==> config.mk <==
export PLATFORM = sky130hd
export DESIGN_NAME = serial_parity_framer
export DESIGN_NICKNAME = d
export VERILOG_FILES = /design/src/rtl/parity_pkg.sv /design/src/rtl/parity_acc.sv /design/src/rtl/xorgate.sv /design/src/rtl/serial_parity_framer.sv
export SDC_FILE = /design/constraint.sdc
export NUM_CORES = 1
export LEC_CHECK = 0
export ABC_AREA = 1
export CAP_MARGIN = 5
export CORE_MARGIN = 4
export CORE_UTILIZATION = 30
export DETAILED_ROUTE_END_ITERATION = 8
export GPL_TIMING_DRIVEN = 0
export PLACE_DENSITY = 0.6
export SYNTH_ARGS = -nofsm -noshare
export SYNTH_HDL_FRONTEND = slang
export SYNTH_SLANG_ARGS = --single-unit
export TNS_END_PERCENT = 20
==> constraint.sdc <==
create_clock -name clk -period 1.19 [get_ports clk]
set_input_delay 0.238 -clock clk [delete_from_list [all_inputs] [get_ports clk]]
set_output_delay 0.238 -clock clk [all_outputs]
set_load 0.005 [all_outputs]
==> src/rtl/parity_pkg.sv <==
// Shared definitions for the serial parity framer: FSM encoding, default
// frame length and the bit-counter width helper.
package parity_pkg;

    typedef enum logic [1:0] {
        S_IDLE  = 2'd0,
        S_SHIFT = 2'd1,
        S_DONE  = 2'd2,
        S_CHECK = 2'd3
    } state_t;

    localparam int DEFAULT_DATA_BITS = 8;

    // Wide enough to hold the value DATA_BITS itself, not just DATA_BITS-1.
    function automatic int cnt_width(input int data_bits);
        return $clog2(data_bits + 1);
    endfunction

endpackage

==> src/rtl/parity_acc.sv <==
// Single-bit XOR accumulator: load seeds the flop, enable folds in one bit.
// acc_next exposes the feedback XOR so the parent can capture the final parity.
module parity_acc (
    input  logic clk,
    input  logic rst,
    input  logic load,
    input  logic seed,
    input  logic en,
    input  logic din,
    output logic acc,
    output logic acc_next
);

    xorgate u_xor (
        .a (acc),
        .b (din),
        .y (acc_next)
    );

    always_ff @(posedge clk or posedge rst) begin
        if (rst)
            acc <= 1'b0;
        else if (load)
            acc <= seed;
        else if (en)
            acc <= acc_next;
    end

endmodule

==> src/rtl/xorgate.sv <==
// Two-input XOR gate stage used for the parity feedback path.
module xorgate (
    input  logic a,
    input  logic b,
    output logic y
);

    assign y = a ^ b;

endmodule

==> src/rtl/serial_parity_framer.sv <==
// Frames DATA_BITS serial bits and produces their parity with a one-cycle done.
// Define SERIAL_PARITY_CHECK_EN to add a received-parity CHECK state and par_err.
module serial_parity_framer
    import parity_pkg::*;
#(
    parameter int   DATA_BITS = DEFAULT_DATA_BITS,
    parameter logic ODD       = 1'b0,
    parameter int   CW        = cnt_width(DATA_BITS)
) (
    input  logic          clk,
    input  logic          rst,
    input  logic          start,
    input  logic          din,
    input  logic          din_valid,
    output logic          busy,
    output logic [CW-1:0] bit_cnt,
    output logic          par_acc,
    output logic          par_out,
    output logic          done,
    output logic          par_err
);

    state_t state;
    logic   acc_load;
    logic   acc_en;
    logic   acc_next;
    logic   last_bit;

    assign acc_load = start && (state == S_IDLE || state == S_DONE);
    assign acc_en   = din_valid && (state == S_SHIFT);
    assign last_bit = (bit_cnt == CW'(DATA_BITS - 1));

    parity_acc u_acc (
        .clk      (clk),
        .rst      (rst),
        .load     (acc_load),
        .seed     (ODD),
        .en       (acc_en),
        .din      (din),
        .acc      (par_acc),
        .acc_next (acc_next)
    );

`ifdef SERIAL_PARITY_CHECK_EN
    logic par_err_r;
    assign par_err = par_err_r;
`else
    assign par_err = 1'b0;
`endif

    // busy and done are set together with the state transition so they are pure flops.
    always_ff @(posedge clk or posedge rst) begin
        if (rst) begin
            state   <= S_IDLE;
            busy    <= 1'b0;
            bit_cnt <= '0;
            par_out <= 1'b0;
            done    <= 1'b0;
`ifdef SERIAL_PARITY_CHECK_EN
            par_err_r <= 1'b0;
`endif
        end else begin
            done <= 1'b0;
            case (state)
                S_IDLE, S_DONE: begin
                    if (start) begin
                        state   <= S_SHIFT;
                        busy    <= 1'b1;
                        bit_cnt <= '0;
`ifdef SERIAL_PARITY_CHECK_EN
                        par_err_r <= 1'b0;
`endif
                    end else begin
                        state <= S_IDLE;
                        busy  <= 1'b0;
                    end
                end
                S_SHIFT: begin
                    if (din_valid) begin
                        bit_cnt <= bit_cnt + CW'(1);
                        if (last_bit) begin
                            par_out <= acc_next;
`ifdef SERIAL_PARITY_CHECK_EN
                            state <= S_CHECK;
`else
                            state <= S_DONE;
                            done  <= 1'b1;
`endif
                        end
                    end
                end
`ifdef SERIAL_PARITY_CHECK_EN
                S_CHECK: begin
                    if (din_valid) begin
                        par_err_r <= din ^ par_out;
                        state     <= S_DONE;
                        done      <= 1'b1;
                    end
                end
`endif
                default: begin
                    state <= S_IDLE;
                    busy  <= 1'b0;
                end
            endcase
        end
    end

endmodule

==> flow_summary.yaml <==
power:
  pwr-share-seq_pct: 35.7
  p_sw_mw: 0.542
  leakage_nw: 0.359
  netSwitchingFraction_pct: 36.2
  p_int_mw: 0.954
  pwr-share-comb_pct: 49.2
  p_clk_share_pct: 15.1
  ir_worst_vdd_uv: 976
  p_per_area_nw_per_um2: 2150
route:
  vias: 420
  post_drt_wl_per_cell_um: 11.1
  ant_nets: 0
  vias_per_cell: 4.67
  firstDrtPassIters: 3
  drt-total-wl_um: 1000
  drtIter0Drc: 1
  remaining_drc_errors: 0
placement:
  dpl.hpwl_um: 678
  place.port_buffers: 12
  numPlacedInstances: 82
  place_congestion: 0.723
  place_area_um2: 611
synthesis:
  syn_avg_cell_area_um2: 8.71
  syn-cell-area_um2: 470
  synth_top_cell_by_area: "dfrtp_1"
  ys_warn_count: 0
  synth_nets: 60
  ys_ff_latch: 10
  ys_seq_area_share_pct: 53.2
  yosysTopAreaCellShare_pct: 53.2
  syn_inst: 54
  synth_edf_count: 0
  synth_flop_cell: "dfrtp_1"
  synth_cell_types: 17
  synth_area_leaders: "dfrtp_1 53%, nand2_1 11%, nand3_1 7.4%"
  synthArstFlopShare_pct: 100
timing:
  period_share_pct: 95.4
  post-route-min-period_ns: 1.14
  finalMaxSlewViolations: 0
  setup_viol: 0
  finalHoldViolCount: 0
  max_freq_mhz: 880
  clock_skew_ns: 0.00222
cells_and_area:
  area_delta_synth_final_pct: 47.9
  final_cells: 90
  post-route-util_pct: 46.7
  n_antenna_cell: 0
  final_net_count: 82
  design_area_um2: 696
  n_fill_cell: 154
  drive_gt1_share_pct: 24.3
clock_tree:
  cts.sinks: 10
  cts_tree: "done"
  ctsHoldBuffers: 0
  clk_pin_slew_worst_paths_ns: 0.06
  numCtsBuffers: 3
  insertion_delay_ns: 0.26
  cts_buffer_depth: 2
  clockRootBuffer: "clkbuf_4"
  htree_levels: 1
setup_path:
  path_buf_inv: 1
  ff2ff_setup_slack_ns: 0.09
  crit_type: "reg2out"
  required_ns: 0.95
  critPathMaxStageDelay_ns: 0.38
  cpLargestDelayFamily: "flip-flops"
  cp.arrival_ns: 0.90
  cp-start-kind: "flop"
  crit_fanout: 2
  reg2reg_depth: 7
  r2r-end: "par_out"
  r2r-start: "bit_cnt[0]"
  crit_chain: "dlygate4sd2_1"
  cp_slowest_cell: "dfrtp_1"
  crit_path_end_kind: "output port"
run_status:
  outcome: "finished clean"
hold_path:
  min_path_type: "in2async"
floorplanning:
  start_util_pct: 31.6
  die_w_um: 47.6
  die_area_um2: 2270
  die_y_um: 47.6
  coreArea_um2: 1490
  rows: 14
  pin_count: 14
global_routing:
  grt_pass1_vias: 378
  grt_max_degree: 11
  grt_pass1_wl_um: 1570
  gr-usage-all-layers_pct: 10.5
  overflow: 0
  antenna_found_initial: 0
flow_run:
  drv_cap: 0
-- flip-flops by register name, summed over array words and instances (netlist names) --
signal and flops:
busy 1, par_out 1, done 1, state 2, u_acc.acc 1, bit_cnt 4
-- logic make-up (layout without fill, tap and decap cells) --
| kind of cell | after synthesis | count (layout) | share of synthesized area [%] |
|---|---|---|---|
| simple gates | 31 | 31 | 31.9 |
| flops | 10 | 10 | 53.2 |
| buf+inv | 7 | 27 | 6.38 |
| compound gates | 3 | 3 | 3.19 |
| fa+ha+maj | 1 | 1 | 2.66 |
| other cells | 1 | 1 | 0.797 |
| xor+xnor | 1 | 1 | 1.86 |
-- power groups by stage --
stage	clock, mW	sequential (mW)	combinational, mW
after floorplan	0	0.586	0.270
after global placement	0	0.586	0.568
after detailed placement	0	0.590	0.568
after CTS	0.234	0.534	0.691
after global routing	0.260	0.553	0.827
final	0.226	0.534	0.736
-- worst reg2reg max path: cells and delay by family, from the launching register on --
family                     cells  cell delay (ns)
buffers and inverters          1             0.14
and+or+nand+nor                5             0.34
DFF                            1             0.35
adders and majority gates      1             0.16
-- how the worst max path moves through the flow --
| stage | from | to | slack [ns] | cells after the start |
|---|---|---|---|---|
| final | par_out | par_out | 0.05 | 1 |
| after global routing | bit_cnt[0] | par_out | -0.002 | 7 |
| after CTS | bit_cnt[0] | par_out | 0.02 | 7 |
| after detailed placement | din_valid | bit_cnt[3] | -0.13 | 6 |
| after global placement | din_valid | bit_cnt[3] | -0.12 | 6 |
| after floorplan | bit_cnt[0] | par_out | 0.07 | 6 |
-- synth_stat cells, types with 2 or more instances --
cell     count
nor2_1       5
o21ai_0      2
nand3_1      7
inv_2        2
dfrtp_1     10
nand2_1     14
inv_1        4
-- metal layers --
layer  track usage [%]  up-vias  wire length, µm
li1                  -      209                -
met1              13.2      196              462
met2              14.7       11              442
met3              4.51        4               69
met4              6.45        0               27
met5                 0        -                0
-- cells in the final DEF (no fill, tap or decap), types with 2 or more instances in the layout --
| cell | n |
|---|---|
| nand2_1 | 14 |
| dfrtp_1 | 10 |
| nand3_1 | 6 |
| buf_4 | 6 |
| dlygate4sd2_1 | 6 |
| inv_1 | 4 |
| nor2_1 | 4 |
| clkdlybuf4s50_1 | 4 |
| clkbuf_4 | 3 |
| o21ai_0 | 2 |
| inv_2 | 2 |
| clkdlybuf4s15_1 | 2 |
-- area by class of cell --
| cell class | instances | area, µm² | area share [%] |
|---|---|---|---|
| sequential | 10 | 250 | 36.0 |
| multi-input combinational | 37 | 223 | 32.0 |
| timing repair buffer | 17 | 150 | 21.6 |
| clock buffer | 3 | 22.5 | 3.24 |
| inverter | 6 | 22.5 | 3.24 |
| tap | 16 | 20.0 | 2.88 |
| buffer | 1 | 7.51 | 1.08 |
-- stage by stage --
step,setup TNS (ns),power (mW),worst slack [ns],hold WS (ns)
after floorplan,0,0.856,0.0734,0.0782
after global placement,-0.320,1.15,-0.120,0.465
after detailed placement,-0.357,1.16,-0.130,0.472
after CTS,0,1.46,0.0230,0.254
after global routing,-0.00179,1.64,-0.00179,0.263
final,0,1.50,0.0542,0.253
-- what timing repair did --
action / 4_1_cts / 5_1_grt
setup buffers: 5 / 0
setup endpoints to repair: 9 / 3
resized for setup: 12 / 4
Power figures use the tool's default switching activity.
==> RTL edit 1 (same settings) <==
The option `SERIAL_PARITY_CHECK_EN` is turned on by a define.
--- a/src/rtl/serial_parity_framer.sv
+++ b/src/rtl/serial_parity_framer.sv
@@ -1,5 +1,7 @@
 // Frames DATA_BITS serial bits and produces their parity with a one-cycle done.
 // Define SERIAL_PARITY_CHECK_EN to add a received-parity CHECK state and par_err.
+`define SERIAL_PARITY_CHECK_EN
+
 module serial_parity_framer
     import parity_pkg::*;
 #(
Behaviour: not the same (Yosys sat finds a counterexample within 10 cycles, from zero or initial values and one cycle with rst high).
==> RTL edit 1 against the unedited design <==
  * Wire length rose by 6.8%
  * Cell area rose by 4.7%
  * Largest cell class unchanged
  * Sequential cell count grew 1
  * Combinational power is 5.7% higher
  * Clock skew about the same
  * Critical path type unchanged
  * Total power is 11% higher
  * Highest routed layer unchanged
  * Worst setup slack worse by 14 ps
  * Via count up 6.9%
  * Sequential share of layout area is 1.8 points higher
  * Synthesized area increased by 9.3%
  * First-iteration DRC count grew to 7.0 times the old value
  * Count of clock-buffer cells in the layout increased by 1
==> RTL edit 1: results <==
group,metric,value,unit
sta,worstMarginPinSlew,421.4,ps
global_route,grt_pass1_vias,434,
clocking,numCtsBuffers,3,
detailed_routing,drt_iter0_markers,7,
synthesis,yosysSeqAreaShare,53.53,%
setup_path,critPathSlowestCell,"dfrtp_1",
detailed_routing,vias,449,
sta,fin_skew,2.705,ps
synthesis,synth_nets,66,
clocking,htree_levels,1,
synthesis,synthTopCellsByArea,"dfrtp_1 (54%), nand2_1 (10%), nand3_1 (6.8%), inv_1 (4.4%), xor2_1 (3.4%)",
setup_path,reg2reg_slack,80,ps
detailed_routing,dr.pass1.iters,4,
clocking,clk_pin_slew_worst_paths,70,ps
place,gp_congestion,0.7176,
cells_and_area,largestRegisters,"bit_cnt x4, state x2",
place,dp_hpwl,750.3,um
place,numPortBuffers,13,
synthesis,synthArstFlopShare,100.0,%
hold_path,min_path_type,"in -> async",
cells_and_area,nets,90,
synthesis,synthTopCellsByCount,"nand2_1 (14), dfrtp_1 (11), nand3_1 (7)",
clocking,cts_root_buffer,"clkbuf_4",
setup_path,timing.rr.start,"bit_cnt[0]",
sta,hold_ws,260.2,ps
setup_path,critPathTopFamily,"flip-flops",
global_route,grt_first_pass_wirelength,1980,um
power_and_ir_drop,vdd_drop_max,921.4,uV
clocking,cts_buffer_depth,2,
place,placed_area,664.4,um2
setup_path,worstPathMaxFanout,2,
power_and_ir_drop,sw_frac_of_total,36.16,%
global_route,grt_max_degree,12,
global_route,antenna_found_initial,0,
synthesis,synth_warnings,0,
cells_and_area,n_antenna_cell,0,
setup_path,arrival,910,ps
setup_path,cpPeakStageDelay,380,ps
synthesis,synth.distinct_cells,16,
cells_and_area,drive_gt1_share,19.28,%
setup_path,r2r_cells,6,
clocking,worstSkewPairLatency,270,ps
setup_path,timing.rr.end,"par_out",
outcome,outcome,"complete, no violations",
detailed_routing,finalWirelength,1069,um
power_and_ir_drop,leakagePower,0.0004101,uW
global_route,track_usage,11.14,%
-- RTL edit 1: cell count changes after synthesis, sizes merged --
cell	unedited run	this run
a21oi	1	3
nand3	8	7
buf	1	0
o21ai	2	3
inv	6	10
xor2	1	2
dfrtp	10	11
conb	1	0
nor3	2	0
xnor2	0	1
nand4	0	1
-- RTL edit 1: cell type report --
class | count | area, um2
multi-input combinational | 39 | 201.4
timing repair buffer | 19 | 167.7
sequential | 11 | 275.3
inverter | 10 | 37.54
tap | 16 | 20.02
clock buffer | 4 | 26.28
fill | 163 | 830.8
-- RTL edit 1: stage by stage --
stage / TNS (ps) / setup WS [ps] / cells
2_1_floorplan: 0 / 202.4 / 60
3_3_place_gp: -600.1 / -132.6 / 89
3_5_place_dp: -668.1 / -138.5 / 89
4_1_cts: 0 / 31.99 / 98
5_1_grt: -24.43 / -14.58 / 99
6_report: 0 / 40.48 / 99
-- RTL edit 1: cells by family (layout without fill, tap and decap cells) --
| group | Yosys count | in the layout | synth area share [%] |
|---|---|---|---|
| AOI/OAI and AO/OA | 6 | 6 | 5.838 |
| xor gates and xnor gates | 3 | 3 | 5.110 |
| adders and majority gates | 1 | 1 | 2.433 |
| buffers and inverters | 10 | 33 | 7.298 |
| DFF | 11 | 11 | 53.53 |
| and+or+nand+nor | 29 | 29 | 25.79 |
-- RTL edit 1: timing repair --
| item | 4_1_cts | 5_1_grt |
|---|---|---|
| gates resized for setup | 10 | 2 |
| endpoints found under the setup margin | 9 | 5 |
| pin swaps | 0 | 1 |
| buffers inserted | 5 | 1 |
| hold buffers | 0 | 0 |
| endpoints found under the hold margin | 0 | 0 |
-- RTL edit 1: worst max path at each step --
stage / slack (ps) / to / startpoint
finish: 40 / bit_cnt[2] / bit_cnt[2]
detailed placement: -140 / bit_cnt[3] / din_valid
CTS: 30 / par_err / par_err
global placement: -130 / bit_cnt[3] / din_valid
global route: -10 / bit_cnt[2] / bit_cnt[2]
floorplan: 200 / par_out / bit_cnt[1]
-- RTL edit 1: power groups by stage --
stage | sequential (uW) | combinational [uW] | clock [uW]
2_1_floorplan | 663 | 359 | 0
3_3_place_gp | 667 | 692 | 0
3_5_place_dp | 665 | 697 | 0
4_1_cts | 615 | 765 | 269
5_1_grt | 653 | 898 | 288
6_report | 621 | 778 | 256
-- RTL edit 1: metal layers --
layer / vias up / part of all wire (%) / track usage (%)
li1: 238 / - / -
met3: 2 / 7.3 / 5.810
met2: 12 / 41 / 14.29
met1: 197 / 50 / 14.96
met5: - / 0 / 0
met4: 0 / 1.8 / 5.530
==> RTL edit 2 (config.mk and constraints unchanged) <==
Without the edit above. Re-encode `state_t` (4 states) as one-hot, 4 bits wide.
--- a/src/rtl/parity_pkg.sv
+++ b/src/rtl/parity_pkg.sv
@@ -2,11 +2,11 @@
 // frame length and the bit-counter width helper.
 package parity_pkg;
 
-    typedef enum logic [1:0] {
-        S_IDLE  = 2'd0,
-        S_SHIFT = 2'd1,
-        S_DONE  = 2'd2,
-        S_CHECK = 2'd3
+    typedef enum logic [3:0] {
+        S_IDLE  = 4'b0001,
+        S_SHIFT = 4'b0010,
+        S_DONE  = 4'b0100,
+        S_CHECK = 4'b1000
     } state_t;
 
     localparam int DEFAULT_DATA_BITS = 8;
Behaviour: no difference found for any inputs over 10 cycles, from zero or initial values and one cycle with rst high; not proved beyond that.
==> RTL edit 2 against the unedited design <==
  * Register-to-register slack barely moved
  * Cell area is 16% higher
  * Synthesized area grew 21%
  * Worst hold slack better by 4.7 ps
  * Utilization fell by 0.98 points
  * Maximum frequency is 1.7% lower
  * Worst setup slack worse by 19 ps
  * Wire length is 12% higher
  * Total power down 18%
  * Sequential cell count grew 1
  * Highest routed layer unchanged
==> RTL edit 2: results <==
group,metric,value,unit
outcome,outcome,"complete, no violations",
cells_and_area,drive_gt1_share,21.59,%
global_route,grt_first_pass_wirelength,1959,um
synthesis,yosysSeqAreaShare,48.57,%
sta,hold_ws,257.8,ps
global_route,track_usage,10.09,%
place,dp_slack,-177.1,ps
synthesis,synthAdderAreaFrac,2.198,%
power_and_ir_drop,p_comb_share,36.9,%
place,dp_hpwl,814.4,um
synthesis,synth_compound_area_share,2.198,%
detailed_routing,drt_iter0_markers,9,
clocking,cts_resized,10,
power_and_ir_drop,clkPwrFrac,20.4,%
sta,fin_skew,2.437,ps
synthesis,synth_xor_area_share,1.538,%
detailed_routing,avgRoutedWirePerCell,9.929,um
setup_path,critPathLaunch,"bit_cnt[2]",
power_and_ir_drop,leakagePower,0.0004546,uW
power_and_ir_drop,vdd_drop_max,573.6,uV
synthesis,synthTopCellsByCount,"nand2_1 (21), dfrtp_1 (10), inv_1 (9)",
cells_and_area,nets,95,
setup_path,cp-endpoint,"bit_cnt[2]",
detailed_routing,dr.pass1.iters,2,
power_and_ir_drop,clockNetworkPower,251,uW
setup_path,critPathSlowestCell,"dfrtp_2",
detailed_routing,finalWirelength,1122,um
place,place_inst,104,
setup_path,r2r_cells,6,
==> RTL edit 2: how the worst min path moves through the flow <==
stage,from,to,cells past startpoint
floorplan,rst,bit_cnt[0],1
global placement,busy,busy,2
detailed placement,busy,busy,2
CTS,rst,busy,2
global route,rst,state[1],2
finish,rst,state[1],2
==> RTL edit 2: final cells by class <==
cell class	count	area share (%)
tap	25	3.876
inverter	10	4.651
clock buffer	4	3.256
sequential	11	34.42
buffer	2	2.326
multi-input combinational	44	32.71
timing repair buffer	17	18.76
==> RTL edit 2: logic make-up after synthesis <==
kind of cell | after synthesis
adder cells (fa/ha/maj) | 1
AND/OR/NAND/NOR | 39
buffers and inverters | 12
flip-flops | 11
AO/OA/AOI/OAI | 2
XOR/XNOR | 1
other | 1
==> RTL edit 2: per-layer routing <==
metal | track usage, % | vias up | wire length, um
met3 | 2.865 | 2 | 55
met1 | 11.91 | 216 | 491
li1 | - | 252 | -
met4 | 5.240 | 0 | 19
met2 | 16.53 | 13 | 556
met5 | 0 | - | 0
